`config.mk`:
```
export PLATFORM = sky130hd
export DESIGN_NAME = tff_mod_counter
export DESIGN_NICKNAME = d
export VERILOG_FILES = /design/src/rtl/tff_mod_counter.sv
export SDC_FILE = /design/constraint.sdc
export NUM_CORES = 1
export LEC_CHECK = 0
export ABC_CLOCK_PERIOD_IN_PS = 5350
export BUFFER_PORTS_ARGS = -buffer_cell sky130_fd_sc_hd__buf_2
export CORE_MARGIN = 10
export CORE_UTILIZATION = 31
export DETAILED_ROUTE_END_ITERATION = 8
export GPL_ROUTABILITY_DRIVEN = 1
export PLACE_DENSITY_LB_ADDON = 0.12
export SLEW_MARGIN = 25
export SYNTH_ARGS = -nofsm -noshare
export SYNTH_HDL_FRONTEND = slang
export SYNTH_SLANG_ARGS = --single-unit
```
`constraint.sdc`:
```
create_clock -name clk -period 5.35 [get_ports clk]
set_clock_uncertainty 0.15 [all_clocks]
set_input_delay 0.8025 -clock clk [delete_from_list [all_inputs] [get_ports clk]]
set_output_delay 0.8025 -clock clk [all_outputs]
set_load 0.01 [all_outputs]
```
`src/rtl/tff_mod_counter.sv`:
```
// tff_mod_counter
//
// Synchronous modulo-MOD up/down counter in toggle form. Each cycle it
// computes the next count, exposes the per-bit toggle vector t = q ^ next,
// and updates the state bits only as q <= q ^ t. This is the control stage
// that drives the T flip-flop bank. It also provides parallel load, a
// terminal-count flag, a registered wrap pulse and a one-shot halt mode.
//
// Build option:
//   TFF_CNT_DOWN_EN - when defined, 'up' selects the direction and the
//                     down-count and down-wrap logic is compiled in. When
//                     undefined, the counter only counts up and 'up' is
//                     ignored.
//
// Parameters: WIDTH sets the counter width in bits, and the modulus
// parameter (between 2 and 2**WIDTH) bounds the counts to 0..MOD-1.
//
// Ports:
//   clk     - clock; all state updates on the rising edge
//   clrn    - asynchronous active-low reset
//   en      - count enable
//   up      - direction (1 = up, 0 = down)
//   ld      - synchronous parallel load
//   d       - load value; values >= MOD load as MOD-1
//   oneshot - halt at terminal instead of wrapping
//   q       - count
//   qn      - ~q
//   t       - toggle vector applied at the next edge
//   tc      - terminal count (combinational)
//   wrap    - one-cycle pulse in the cycle after a wrapping edge
//   done    - high while halted
module tff_mod_counter #(
   parameter int WIDTH = 4,
   parameter int MOD   = 10
) (
   input  logic             clk,
   input  logic             clrn,
   input  logic             en,
   input  logic             up,
   input  logic             ld,
   input  logic [WIDTH-1:0] d,
   input  logic             oneshot,
   output logic [WIDTH-1:0] q,
   output logic [WIDTH-1:0] qn,
   output logic [WIDTH-1:0] t,
   output logic             tc,
   output logic             wrap,
   output logic             done
);

   typedef enum logic {RUN = 1'b0, HALT = 1'b1} state_t;

   // Arithmetic is carried out one bit wider so MOD itself (which may be
   // 2**WIDTH) is representable.
   localparam logic [WIDTH:0] MOD_W   = (WIDTH+1)'(MOD);
   localparam logic [WIDTH:0] MODM1_W = (WIDTH+1)'(MOD - 1);

   state_t           state, state_next;
   logic [WIDTH-1:0] q_next;
   logic             wrap_next;
   logic [WIDTH-1:0] terminal;
   logic [WIDTH:0]   q_ext;
   logic [WIDTH:0]   q_inc;
   logic [WIDTH-1:0] d_clamped;
   logic             dir_up;

   assign q_ext = {1'b0, q};
   assign q_inc = q_ext + 1'b1;

`ifdef TFF_CNT_DOWN_EN
   logic [WIDTH:0] q_dec;

   assign dir_up   = up;
   assign q_dec    = q_ext - 1'b1;
   assign terminal = dir_up ? MODM1_W[WIDTH-1:0] : '0;
`else
   // Up-only build: direction is forced up; 'up' is folded in only so the
   // port stays referenced.
   assign dir_up   = up | 1'b1;
   assign terminal = MODM1_W[WIDTH-1:0];
`endif

   // Out-of-range load values saturate to the top count.
   assign d_clamped = ({1'b0, d} >= MOD_W) ? MODM1_W[WIDTH-1:0] : d;

   assign tc = en & (state == RUN) & (q == terminal);

   always_comb begin
      q_next     = q;
      state_next = state;
      wrap_next  = 1'b0;
      if (ld) begin
         // Load wins over any count or terminal event and always resumes RUN.
         q_next     = d_clamped;
         state_next = RUN;
      end else if (state == RUN && en) begin
         if (!tc) begin
`ifdef TFF_CNT_DOWN_EN
            q_next = dir_up ? q_inc[WIDTH-1:0] : q_dec[WIDTH-1:0];
`else
            q_next = q_inc[WIDTH-1:0];
`endif
         end else if (!oneshot) begin
`ifdef TFF_CNT_DOWN_EN
            q_next = dir_up ? '0 : MODM1_W[WIDTH-1:0];
`else
            q_next = '0;
`endif
            wrap_next = 1'b1;
         end else begin
            state_next = HALT;
         end
      end
   end

   assign t    = q ^ q_next;
   assign qn   = ~q;
   assign done = (state == HALT);

   // State register: bits change only by toggling.
   always_ff @(posedge clk or negedge clrn) begin
      if (!clrn) begin
         q     <= '0;
         state <= RUN;
         wrap  <= 1'b0;
      end else begin
         q     <= q ^ t;
         state <= state_next;
         wrap  <= wrap_next;
      end
   end

endmodule

```
==> results of run 1 <==
[metal layers]
| layer | vias to the layer above | share of wire [%] |
|---|---|---|
| met5 | - | 0 |
| met1 | 264 | 45 |
| met2 | 22 | 46 |
| li1 | 294 | - |
| met4 | 0 | 3.3 |
| met3 | 6 | 6.0 |
[cell families after synthesis]
kind of cell | Yosys count | synth area share, %
xor+xnor | 1 | 1.55
compound gates | 21 | 27.7
flops | 6 | 26.6
buf+inv | 10 | 8.43
simple gates | 25 | 29.5
mux | 1 | 1.77
fa+ha+maj | 2 | 4.43
[worst paths after layout]
check,start,to,depth (start not counted)
worst max-delay path,q[1],t[1],6
worst min-delay path,clrn,done,1
worst max register to register,q[1],q[0],5
worst min register to register,done,done,2
max in group asynchronous,clrn,wrap,1
min in group clk,done,done,2
[state kept, by name (all words and copies together) (netlist names)]
signal	flops
q	4
done	1
wrap	1
[critical path, cell delays in order (launching register included)]
cell       delay [ns]
dfrtp_1          0.45
inv_1            0.10
ha_1             0.28
and4b_4          0.27
a2111oi_4        0.30
o32a_1           0.16
buf_2            0.12
[cells in the mapped netlist (2+ instances only)]
cell,instances
and3_1,2
o21ai_1,4
a21oi_1,5
nor2b_1,3
inv_1,7
ha_1,2
nor2_1,5
o21ai_0,3
buf_2,2
nand3b_1,2
dfrtp_1,6
or3_1,3
[through the flow]
step	setup slack [ns]	total power [mW]	hold slack, ns	utilization [%]	instance area (sq um)
detailed placement	2.60	0.129	0.405	39.9	689
global placement	2.58	0.129	0.400	39.9	689
global route	2.35	0.183	0.216	41.2	712
finish	2.46	0.168	0.224	41.2	712
CTS	2.46	0.171	0.224	41.2	712
floorplan	2.75	0.105	0.357	-	564
[final cells by class]
type / instances / area, sq um
Fill cell: 207 / 1010
Tap cell: 25 / 31.3
Multi-Input combinational cell: 50 / 367
Inverter: 7 / 26.3
Timing Repair Buffer: 23 / 115
Sequential cell: 6 / 150
Clock buffer: 3 / 22.5
[report_power, final]
part	internal (mW)	total [mW]	switching (mW)	leakage, nW
combinational	0.0311	0.0683	0.0372	0.268
clock	0.0253	0.0405	0.0152	0.0138
sequential	0.0496	0.0592	0.00953	0.0737
[cell usage in the layout, fill, tap and decap left out]
master and count:
buf_2 23, inv_1 7, dfrtp_1 6, a21oi_1 5, nor2_1 5, o21ai_1 4, nor2b_1 3, o21ai_0 3
or3_1 3, clkbuf_4 3, nand3b_1 2, and3_1 2, ha_1 2, a221oi_1 1, mux2i_1 1, and2_1 1
nand3b_4 1, nor3b_1 1, and4b_4 1, nand2b_1 1, a2111oi_4 1, o32a_1 1, o21a_1 1, and3b_1 1
a32o_1 1, nor3_1 1, a31oi_1 1, nand3_1 1, xor2_1 1, a22o_1 1, o311ai_0 1, nand2_1 1
a41oi_1 1, nor4_1 1
==> metrics.txt, run 1 <==
status=complete, no violations; number of remaining DRC errors=0; leading area contributor after synthesis=dfrtp_1; YS warnings=0; max cap viols=0; Synth top area share=26.6%; asr flop ratio synth=100%; GR Layer Usage met1=9.19%; Placed Instances=111; met2 GRT Util=13.2%; DR WL/cell=13.8 um; RSZ-0062 raised after global routing=false; clk buf depth=2; min cycle time layout=2.89 ns; total global-route track usage=8.41%; Post-synth EDFFs=0; CTS Buf Count=3; setup TNS=0 ns; Net Count, Synth=78; M3 GR Usage=3.58%; CTS hold repair buffers=0; Post-CTS Resized=0; Post-CTS Setup Bufs=0; Final period util=54.0%; routed vias=586; FF+latch count, synth=6; HPWL Detailed=1250 um; worst slew pin tran=0.394 ns; DIE HEIGHT=62.7 um; CTS tree=yes; critical setup path kind=flop to output pin; H-Tree Depth=1; Horiz. Die Dim=62.7 um; headroom to the max-slew limit=73.7%; vias in the first global route=629; initial core utilization=32.7%; Die Area=3930 sq um; register area share after synthesis=26.6%; crit start category=flop; Placer Congestion=0.749; std cell rows=15; pin count of the biggest net entering global routing=12; endpoint class of the critical path=output pin; initial antenna violation count=0; peak supply drop=0.000170 V; Max Clk Rate=0.346 GHz; largest cells by area after synthesis=dfrtp_1, a2111oi_4, inv_1, a21oi_1, ha_1; Final setup viols=0; WL final=1570 um; Finished Layout Cells=114; leakage=0.355 nW; Main synth FF type=dfrtp_1; later-pin clock latency in the skew report=0.24 ns; clk slew on worst S/H paths=0.04 ns; busiest grt layer=met2; Cells after Synth=66; first-pass GRT wire length=2720 um; Vias per Instance=5.14; DRT iter0 DRCs=9; antenna cell count=0; Power Dens Cells=236 nW/um^2; Ports=25; Final ANT Viol Nets=0; CP Data Required Time=4.40 ns; crit path DAT=1.94 ns; share of cells above drive strength 1=32.6%; final-stage net count=103; crit path max fanout=7; clk sinks=6; Final Hold Viols=0; port bufs=23; clk root buf=clkbuf_4; router iterations before antenna repair=4; Synth cell types=34; mapped cell area=564 sq um; r2r setup slk=3.55 ns; GR Overflow Total=0; Layout area overhead=26.2%; syn_area_per_cell=8.55 sq um; max-slew violations=0; worst min-delay path category=primary input to async pin; Core Region=1730 sq um
(Power assumes the default switching activity.)
==> inputs of run 2 (changes only) <==
--- a/config.mk
+++ b/config.mk
@@ -5,7 +5,8 @@
 export SDC_FILE = /design/constraint.sdc
 export NUM_CORES = 1
 export LEC_CHECK = 0
-export ABC_CLOCK_PERIOD_IN_PS = 5350
+export ABC_AREA = 1
+export ABC_CLOCK_PERIOD_IN_PS = 2500
 export BUFFER_PORTS_ARGS = -buffer_cell sky130_fd_sc_hd__buf_2
 export CORE_MARGIN = 10
 export CORE_UTILIZATION = 31
==> constraint.sdc (replaced) <==
create_clock -name clk -period 2.5 [get_ports clk]
set_clock_uncertainty 0.15 [all_clocks]
set_input_delay 0.375 -clock clk [delete_from_list [all_inputs] [get_ports clk]]
set_output_delay 0.375 -clock clk [all_outputs]
set_load 0.01 [all_outputs]
==> metrics.txt, run 2 <==
status=complete, no violations; R2R depth=9; endpoint class of the critical path=output pin; later-pin clock latency in the skew report=0.25 ns; CP Data Required Time=1.98 ns; largest reg by FF count=q; Cells after Synth=76; CTS hold repair buffers=1; CTS tree=yes; Final ANT Viol Nets=0; clk buf depth=2; Post-synth EDFFs=0; Worst Min Path Start=ld; syn_area_per_cell=6.37 sq um; peak supply drop=0.000290 V; max-slew violations=0; most common library cell in the layout ignoring fill and taps=nand2_1; register area share after synthesis=31.0%; most frequent CP cell=nand2_1; headroom to the max-slew limit=81.3%; WL final=1390 um; critical setup path kind=flop to output pin; largest cells by area after synthesis=dfrtp_1, nand2_1, nand3_1, inv_1, ha_1; Power Dens Cells=566 nW/um^2; min cycle time layout=2.30 ns; mapped cell area=484 sq um; Post-CTS Resized=0; Hold Path Sink=done; asr flop ratio synth=100%; most frequent cells in the layout=nand2_1, buf_2, inv_1; initial antenna violation count=0; Final Hold Viols=0; routed vias=564; Horiz. Die Dim=59.5 um; share of cells above drive strength 1=35.9%; vias in the first global route=530; pin count of the biggest net entering global routing=9; Placer Congestion=0.750; std cell rows=14; Die Area=3540 sq um; CTS Buf Count=3; fillers=161; crit start category=flop; total global-route track usage=8.24%; crit path max fanout=7; worst min-delay path category=primary input to flop; leakage=0.400 nW; Max stage delay on crit path=0.45 ns; HPWL Detailed=1130 um; setup TNS=0 ns; Post-CTS Setup Bufs=0; Final period util=92.0%; H-Tree Depth=1; Main synth FF type=dfrtp_1; clk sinks=6; Synth cell types=15; leading area contributor after synthesis=dfrtp_1; DRT iter0 DRCs=8; FF+latch count, synth=6; worst hold margin=0.153 ns; final-stage net count=117; flip-flop count of the largest register after layout=4; RSZ-0062 raised after global routing=false; first-pass GRT wire length=2230 um; CP max-delay cell=dfrtp_1; Synth top area share=31.0%; crit path DAT=1.77 ns; router iterations before antenna repair=4; Crit Reg-Reg Endpoint=q[0]; Vias per Instance=4.74; port bufs=23; clk slew on worst S/H paths=0.05 ns; DR WL/cell=11.7 um; clk root buf=clkbuf_4; max cap viols=0; Max Clk Rate=0.435 GHz; Net Count, Synth=88; Core Region=1490 sq um; DIE HEIGHT=59.5 um; WHS Path Cells=2; worst slew pin tran=0.281 ns; ordered list of cells on the worst path=inv_1 -> ha_1 -> nand2_2 -> nor2_2 -> nor2_2 -> nand3_1 -> nand3_1 -> nand2_1 -> nand2_1 -> nand2_1 -> buf_2; Final setup viols=0; Ports=25; total power draw=369 uW; antenna cell count=0; R2R Path Start=q[1]; initial core utilization=32.5%; number of remaining DRC errors=0; GR Overflow Total=0; count leader, synth=nand2_1; Synth top cells by count=nand2_1, inv_1, nand3_1; Layout area overhead=34.6%; YS warnings=0; r2r setup slk=0.94 ns
[run 2: cell type report]
cell class                      instances  area [sq um]  area share, %
Clock buffer                            3          22.5           3.45
Timing Repair Buffer                   24           125           19.2
Tap cell                               16          20.0           3.07
Multi-Input combinational cell         56           282           43.2
Inverter                               14          52.6           8.06
Sequential cell                         6           150           23.0
[run 2: worst max-delay path by stage]
stage	from	endpoint	slack, ns	depth (start not counted)
finish	q[1]	t[3]	0.20	11
detailed placement	q[1]	t[3]	0.46	11
floorplan	q[1]	t[0]	0.57	10
global placement	q[1]	t[3]	0.45	11
CTS	q[1]	t[3]	0.18	11
global route	q[1]	t[3]	0.004	11
[run 2: routing by layer]
metal,routed length (um),track usage (%),vias up
li1,-,-,289
met1,676,9.79,250
met2,571,12.0,20
met3,94,2.15,5
met4,49,6.73,0
met5,0,0,-
[run 2: kinds of logic after synthesis]
| group | Yosys count | share of synthesized area (%) |
|---|---|---|
| flip-flops | 6 | 31.0 |
| buffers and inverters | 14 | 10.9 |
| AND/OR/NAND/NOR | 51 | 49.1 |
| AO/OA/AOI/OAI | 3 | 3.87 |
| adder cells (fa/ha/maj) | 2 | 5.17 |
[run 2: where the power goes]
| part | switching [mW] | internal (mW) |
|---|---|---|
| registers | 0.0197 | 0.107 |
| clock network | 0.0385 | 0.0545 |
| logic | 0.0890 | 0.0599 |
| total | 0.147 | 0.222 |
[run 2: worst max-delay path, delay by kind of cell, from the launching register on]
| family | cells | cell delay [ns] |
|---|---|---|
| adders and majority gates | 1 | 0.22 |
| and+or+nand+nor | 8 | 0.63 |
| buffers and inverters | 2 | 0.23 |
| DFF | 1 | 0.45 |
[run 2: per-stage QoR]
stage / area (sq um) / worst slack, ns / util, % / cells
final: 652 / 0.200 / 43.8 / 119
after CTS: 652 / 0.180 / 43.8 / 119
after global routing: 652 / 0.00426 / 43.8 / 119
after detailed placement: 619 / 0.458 / 41.6 / 115
after global placement: 619 / 0.447 / 41.6 / 115
after floorplan: 484 / 0.573 / - / 76
